## src/rtl/free_list_ctrl_if.sv

```systemverilog
// Allocation / free / status bundle between free_list_ctrl and the ingress write controllers.
interface free_list_ctrl_if #(
  parameter int ADDR_W  = 8,
  parameter int NUM_REQ = 2
);
  logic [NUM_REQ-1:0] fl_alloc_req_i;
  logic [NUM_REQ-1:0] fl_alloc_gnt_o;
  logic [ADDR_W-1:0]  fl_alloc_block_idx_o;
  logic               fl_free_valid_i;
  logic [ADDR_W-1:0]  fl_free_idx_i;
  logic [ADDR_W:0]    fl_count_o;
  logic               fl_empty_o;
  logic               init_done_o;
  logic               err_overflow_o;

  modport master (
    output fl_alloc_req_i, fl_free_valid_i, fl_free_idx_i,
    input  fl_alloc_gnt_o, fl_alloc_block_idx_o, fl_count_o, fl_empty_o,
           init_done_o, err_overflow_o
  );

  modport slave (
    input  fl_alloc_req_i, fl_free_valid_i, fl_free_idx_i,
    output fl_alloc_gnt_o, fl_alloc_block_idx_o, fl_count_o, fl_empty_o,
           init_done_o, err_overflow_o
  );
endinterface

```

## src/rtl/free_list_ctrl.sv

```systemverilog
// Free block-index pool: self-seeds after reset, round-robin allocates to NUM_REQ
// requesters, and takes back freed indices into a circular FIFO.
module free_list_ctrl #(
  parameter int ADDR_W     = 8,
  parameter int NUM_BLOCKS = 256,
  parameter int NUM_REQ    = 2
) (
  input  logic             clk,
  input  logic             rst,
  free_list_ctrl_if.slave  fl
);
  localparam int PTR_W = (NUM_BLOCKS > 1) ? $clog2(NUM_BLOCKS) : 1;
  localparam int REQ_W = $clog2(NUM_REQ);
  localparam int CNT_W = ADDR_W + 1;

  typedef enum logic {S_INIT, S_READY} state_t;

  state_t              state, state_nxt;
  logic [ADDR_W-1:0]   mem [NUM_BLOCKS];
  logic [PTR_W-1:0]    rd_ptr, wr_ptr;
  logic [CNT_W-1:0]    count;
  logic [REQ_W-1:0]    last_gnt, pick, cidx;
  logic                pick_vld;
  logic [NUM_REQ-1:0]  gnt_q, gnt_nxt, elig;
  logic [ADDR_W-1:0]   idx_q;
  logic                init_done_q, err_q;
  logic                full, empty, init_wr, do_gnt, do_free, drop;

  // A requester granted last cycle cannot yet have dropped its level request.
  assign elig  = fl.fl_alloc_req_i & ~gnt_q;
  assign full  = (count == CNT_W'(NUM_BLOCKS));
  assign empty = (count == '0);

  always_comb begin
    pick_vld = 1'b0;
    pick     = '0;
    cidx     = '0;
    for (int k = 1; k <= NUM_REQ; k++) begin
      cidx = REQ_W'((int'(last_gnt) + k) % NUM_REQ);
      if (!pick_vld && elig[cidx]) begin
        pick_vld = 1'b1;
        pick     = cidx;
      end
    end
  end

  always_comb begin
    state_nxt = state;
    init_wr   = (state == S_INIT);
    do_gnt    = (state == S_READY) && pick_vld && !empty;
    do_free   = (state == S_READY) && fl.fl_free_valid_i && !full;
    drop      = fl.fl_free_valid_i && ((state == S_INIT) || full);
    gnt_nxt   = '0;
    if (do_gnt) gnt_nxt[pick] = 1'b1;
    if (state == S_INIT && wr_ptr == PTR_W'(NUM_BLOCKS - 1)) state_nxt = S_READY;
  end

  always_ff @(posedge clk) begin
    if (rst) begin
      state       <= S_INIT;
      rd_ptr      <= '0;
      wr_ptr      <= '0;
      count       <= '0;
      last_gnt    <= REQ_W'(NUM_REQ - 1);
      gnt_q       <= '0;
      idx_q       <= '0;
      init_done_q <= 1'b0;
      err_q       <= 1'b0;
    end else begin
      state       <= state_nxt;
      gnt_q       <= gnt_nxt;
      init_done_q <= (state_nxt == S_READY);
      if (do_gnt) begin
        idx_q    <= mem[rd_ptr];
        rd_ptr   <= rd_ptr + 1'b1;
        last_gnt <= pick;
      end
      if (init_wr || do_free) wr_ptr <= wr_ptr + 1'b1;
      // Grant and free in the same cycle cancel out on the count.
      if ((init_wr || do_free) && !do_gnt)      count <= count + 1'b1;
      else if (do_gnt && !(init_wr || do_free)) count <= count - 1'b1;
      if (drop) err_q <= 1'b1;
    end
  end

  // Storage is not reset; the seeding pass rewrites every entry.
  always_ff @(posedge clk) begin
    if (!rst) begin
      if (init_wr)      mem[wr_ptr] <= ADDR_W'(wr_ptr);
      else if (do_free) mem[wr_ptr] <= fl.fl_free_idx_i;
    end
  end

  assign fl.fl_alloc_gnt_o       = gnt_q;
  assign fl.fl_alloc_block_idx_o = idx_q;
  assign fl.fl_count_o           = count;
  assign fl.fl_empty_o           = empty;
  assign fl.init_done_o          = init_done_q;
  assign fl.err_overflow_o       = err_q;
endmodule

```

## src/flat_wrapper.sv

```systemverilog
// flat-port wrapper written by rule: the top's interface ports become plain ports
module free_list_ctrl_flat 
#(
  parameter int ADDR_W     = 8,
  parameter int NUM_BLOCKS = 256,
  parameter int NUM_REQ    = 2
)
  (clk, rst, fl_fl_alloc_req_i, fl_fl_free_valid_i, fl_fl_free_idx_i, fl_fl_alloc_gnt_o, fl_fl_alloc_block_idx_o, fl_fl_count_o, fl_fl_empty_o, fl_init_done_o, fl_err_overflow_o);
  free_list_ctrl_if #(.ADDR_W(ADDR_W), .NUM_REQ(NUM_REQ)) fl_i ();
  input  logic clk;
  input  logic rst;
  input wire logic [$bits(fl_i.fl_alloc_req_i)-1:0] fl_fl_alloc_req_i;
  input wire logic [$bits(fl_i.fl_free_valid_i)-1:0] fl_fl_free_valid_i;
  input wire logic [$bits(fl_i.fl_free_idx_i)-1:0] fl_fl_free_idx_i;
  output wire logic [$bits(fl_i.fl_alloc_gnt_o)-1:0] fl_fl_alloc_gnt_o;
  output wire logic [$bits(fl_i.fl_alloc_block_idx_o)-1:0] fl_fl_alloc_block_idx_o;
  output wire logic [$bits(fl_i.fl_count_o)-1:0] fl_fl_count_o;
  output wire logic [$bits(fl_i.fl_empty_o)-1:0] fl_fl_empty_o;
  output wire logic [$bits(fl_i.init_done_o)-1:0] fl_init_done_o;
  output wire logic [$bits(fl_i.err_overflow_o)-1:0] fl_err_overflow_o;
  assign fl_i.fl_alloc_req_i = fl_fl_alloc_req_i;
  assign fl_i.fl_free_valid_i = fl_fl_free_valid_i;
  assign fl_i.fl_free_idx_i = fl_fl_free_idx_i;
  assign fl_fl_alloc_gnt_o = fl_i.fl_alloc_gnt_o;
  assign fl_fl_alloc_block_idx_o = fl_i.fl_alloc_block_idx_o;
  assign fl_fl_count_o = fl_i.fl_count_o;
  assign fl_fl_empty_o = fl_i.fl_empty_o;
  assign fl_init_done_o = fl_i.init_done_o;
  assign fl_err_overflow_o = fl_i.err_overflow_o;
  free_list_ctrl #(.ADDR_W(ADDR_W), .NUM_BLOCKS(NUM_BLOCKS), .NUM_REQ(NUM_REQ)) u_core (.clk(clk), .rst(rst), .fl(fl_i));
endmodule
```

## config.mk

```make
export PLATFORM = sky130hd
export DESIGN_NAME = free_list_ctrl_flat
export DESIGN_NICKNAME = d
export VERILOG_FILES = /design/src/rtl/free_list_ctrl_if.sv /design/src/rtl/free_list_ctrl.sv /design/src/flat_wrapper.sv
export SDC_FILE = /design/constraint.sdc
export NUM_CORES = 2
export LEC_CHECK = 0
export BUFFER_PORTS_ARGS = -buffer_cell sky130_fd_sc_hd__clkbuf_2
export CORE_AREA = 2 2 372 374
export CTS_CLUSTER_SIZE = 24
export DETAILED_ROUTE_END_ITERATION = 7
export DIE_AREA = 0 0 374 376
export PLACE_DENSITY = 0.75
export SLEW_MARGIN = 20
export SYNTH_ARGS = -nofsm -noshare
export SYNTH_HDL_FRONTEND = slang
export SYNTH_SLANG_ARGS = --single-unit
```

## constraint.sdc

```tcl
create_clock -name clk -period 30.6 [get_ports clk]
set_input_delay 6.12 -clock clk [delete_from_list [all_inputs] [get_ports clk]]
set_output_delay 6.12 -clock clk [all_outputs]
set_load 0.01 [all_outputs]
```

==> metrics.csv <==
stage;metric;value;unit
worst_setup_path;reg2reg_from;u_core.rd_ptr[0];
clock_tree;numCtsBuffers;196;
floorplan;die_area;140600;sq um
sta;rsz0062_at_grt;false;
route;vias;41304;
yosys;ys_dominant_reg_cell;edfxtp_1;
route;routed_wl;196.4;mm
grt;antenna_found_initial;8;
power_and_ir_drop;comb_power_share;0.010;
cells_and_area;layout-drive-gt1-share;0.2041;
route;drtAntennaViolNets;0;
yosys;ys_types;60;
route;drtPass1Iterations;6;
yosys;async_reset_ff_frac;0;
worst_setup_path;cp-end-kind;flip-flop;
yosys;syn_avg_cell_area;20.37;sq um
worst_setup_path;r2r_cells;10;
place;gp_congestion;0.9078;
yosys;synth-seq-cells;2086;
cells_and_area;diodes;0;
yosys;synthTopCellsByArea;edfxtp_1 (75%), mux4_2 (12%), mux2i_1 (2.8%), nor2_1 (1.5%), o221ai_1 (1.0%);
route;drc;0;
route;first_iter_violations;6117;
worst_setup_path;cp_slowest_cell;buf_4;
sta;fmax;106.0;MHz
yosys;syn_area;81630;sq um
grt;grt_util_all_layers;0.2820;
sta;setup-tns-final;0;ps
sta;hold_viol;0;
worst_setup_path;path_class;input port to flip-flop;
run;maxCapViolations;0;
place;io_buffers;34;
power_and_ir_drop;intPower;4.422;mW
worst_hold_path;hold_path.class;flip-flop to flip-flop;
clock_tree;clock_sink_count;2086;
worst_hold_path;worstHoldPathCells;2;
power_and_ir_drop;swShare;0.1955;
power_and_ir_drop;clock_power_share;0.422;
yosys;synth_edf_count;2048;
place;placedInstanceArea;83490;sq um
worst_setup_path;arrival;9900;ps
worst_setup_path;critical_path.max_stage_delay;900;ps
worst_setup_path;cpMostUsedCell;buf_4;
grt;grt_pass1_vias;40567;
floorplan;dieHeight;376;um
worst_hold_path;hold_start;u_core.fl.err_overflow_o;
cells_and_area;mostFrequentLayoutCell;edfxtp_1;
floorplan;num_rows;136;
sta;period_share;0.3083;
floorplan;initial_core_util;0.5974;
yosys;yosysWarningCount;0;
place;place.detailed.hpwl;112.6;mm
route;avgViaCountPerCell;6.869;
cells_and_area;layout_common_cells;edfxtp_1 (2,048), mux4_2 (448), nor2_1 (314);
clock_tree;cts_resized;0;
route;detail_route.wl_per_cell;32.66;um
worst_setup_path;r2r-end;u_core.fl.fl_alloc_block_idx_o[3];
floorplan;ios;35;
worst_hold_path;hold_end;u_core.fl.err_overflow_o;
grt;grt_start_max_net_pins;174;
cells_and_area;finalCoreUtilization;0.6562;
yosys;netlist_instances;4007;
floorplan;core;136600;sq um
clock_tree;htree_levels;4;
sta;clock_skew;25.87;ps
run_status;status;complete, no violations;
worst_setup_path;crit_path_max_fanout;99;
worst_setup_path;cp-start-kind;input port;
sta;layout_min_cycle_time;9434;ps
clock_tree;cts_tree;built;
power_and_ir_drop;power_density;61.31;nW/um^2
yosys;synth_top_area_share;0.7534;
clock_tree;postCtsHoldBufs;0;
cells_and_area;area_growth;9.835;%
sta;slew_violations;0;
power_and_ir_drop;switching_power;1.075;mW
sta;slew_headroom;0.1971;
yosys;yosys.area.top_type;edfxtp_1;
cells_and_area;nets;4092;
yosys;ys_seq_area_frac;0.7627;
clock_tree;clk_latency;820;ps
sta;setup_viol;0;
clock_tree;cts_root_buffer;clkbuf_16;
power_and_ir_drop;p_seq_frac;0.568;
cells_and_area;n_fill_cell;8590;
worst_setup_path;crit_path_cell_trace;clkbuf_2 > buf_4 > nor3b_4 > mux2_8 > buf_4 > buf_4;
yosys;synth_fp_nets;4035;
worst_setup_path;r2r_slack;25270;ps
power_and_ir_drop;ir_drop;67.86;uV
floorplan;die_w;374;um
grt;gr-total-overflow;0;
sta;worst_pin_slew;1203;ps
clock_tree;cts_setup_buffers;0;
clock_tree;clock_tree.buffer_depth;3;
power_and_ir_drop;leakage;26.75;nW
grt;grt_pass1_wl;285.3;mm
cells_and_area;design_area;89660;sq um
worst_setup_path;required;31070;ps
clock_tree;clk_pin_slew;60;ps
sta;whs;487.9;ps
logic make-up after synthesis:
kind of cell / share of synthesized area
multiplexers: 0.1534
AND/OR/NAND/NOR: 0.02860
XOR/XNOR: 0.001931
adder cells (fa/ha/maj): 0.002391
flip-flops: 0.7627
AO/OA/AOI/OAI: 0.03367
buffers and inverters: 0.01737
flip-flops by register name (all words and copies together) (netlist names):
register	cells
u_core.fl.err_overflow_o	1
u_core.last_gnt	1
u_core.fl.fl_alloc_block_idx_o	8
u_core.wr_ptr	8
u_core.mem	2048
u_core.rd_ptr	8
u_core.fl.fl_alloc_gnt_o	2
u_core.state	1
u_core.fl.fl_count_o	9
critical path: cells and delay by family:
family	cells	cell delay, ps
buffers and inverters	4	1990
multiplexers	1	690
AND/OR/NAND/NOR	1	820
through the flow:
stage                     worst slack [ps]  std cells  power [mW]
final                                21170       6013       5.497
after global routing                 20960       6013       5.626
after CTS                            21230       6009       5.513
after detailed placement             20320       5656       3.237
after global placement               20530       5656       3.234
after floorplan                      12030       4007       3.222
cells in the mapped netlist (all sizes together) (5+ instances only):
library cell  count
nor2            319
clkbuf          126
a221o             7
inv              12
xnor2            14
buf             121
nor4             10
a211oi           47
o22ai            55
mux4            448
dfxtp            38
mux2i           227
a21o              5
nor2b            12
a22oi            35
or3               9
mux2             14
a21oi            61
nand2           116
o21ai            26
o221ai           93
a31oi             9
o31a              7
nand3            38
o31ai             7
nor3             23
ha               14
a221oi           13
edfxtp         2048
nand4             9
power by group through the flow:
| stage | clock [mW] | sequential, mW | combinational (mW) |
|---|---|---|---|
| detailed placement | 0 | 3.18 | 0.0537 |
| global route | 2.45 | 3.12 | 0.0580 |
| finish | 2.32 | 3.12 | 0.0548 |
| floorplan | 0 | 3.20 | 0.0238 |
| global placement | 0 | 3.18 | 0.0513 |
| CTS | 2.34 | 3.12 | 0.0536 |
worst max-delay path by stage:
stage / cells past startpoint / to / from / slack, ps
CTS: 6 / u_core.mem[9][4] / rst / 21230
global placement: 6 / u_core.mem[6][4] / rst / 20530
global route: 6 / u_core.mem[253][4] / rst / 20960
finish: 6 / u_core.mem[31][4] / rst / 21170
detailed placement: 6 / u_core.mem[65][7] / rst / 20320
floorplan: 3 / u_core.mem[0][0] / rst / 12030
cell type report:
class / instances / area, sq um / area share
Timing Repair Buffer: 106 / 848.3 / 0.009461
Clock inverter: 113 / 887.1 / 0.009894
Sequential cell: 2086 / 62270 / 0.6945
Clock buffer: 240 / 5155 / 0.05749
Inverter: 14 / 57.56 / 0.0006419
Tap cell: 1794 / 2245 / 0.02503
Multi-Input combinational cell: 1660 / 18200 / 0.2029
layer usage:
metal / wire length (um) / global-route usage / vias to the layer above
met5: 136 / 0.005146 / -
met4: 7866 / 0.1075 / 8
met3: 21720 / 0.06134 / 437
met2: 92880 / 0.4332 / 2573
met1: 73770 / 0.4033 / 21535
li1: - / - / 16751
Note: power is estimated with default switching activity, not from simulation.
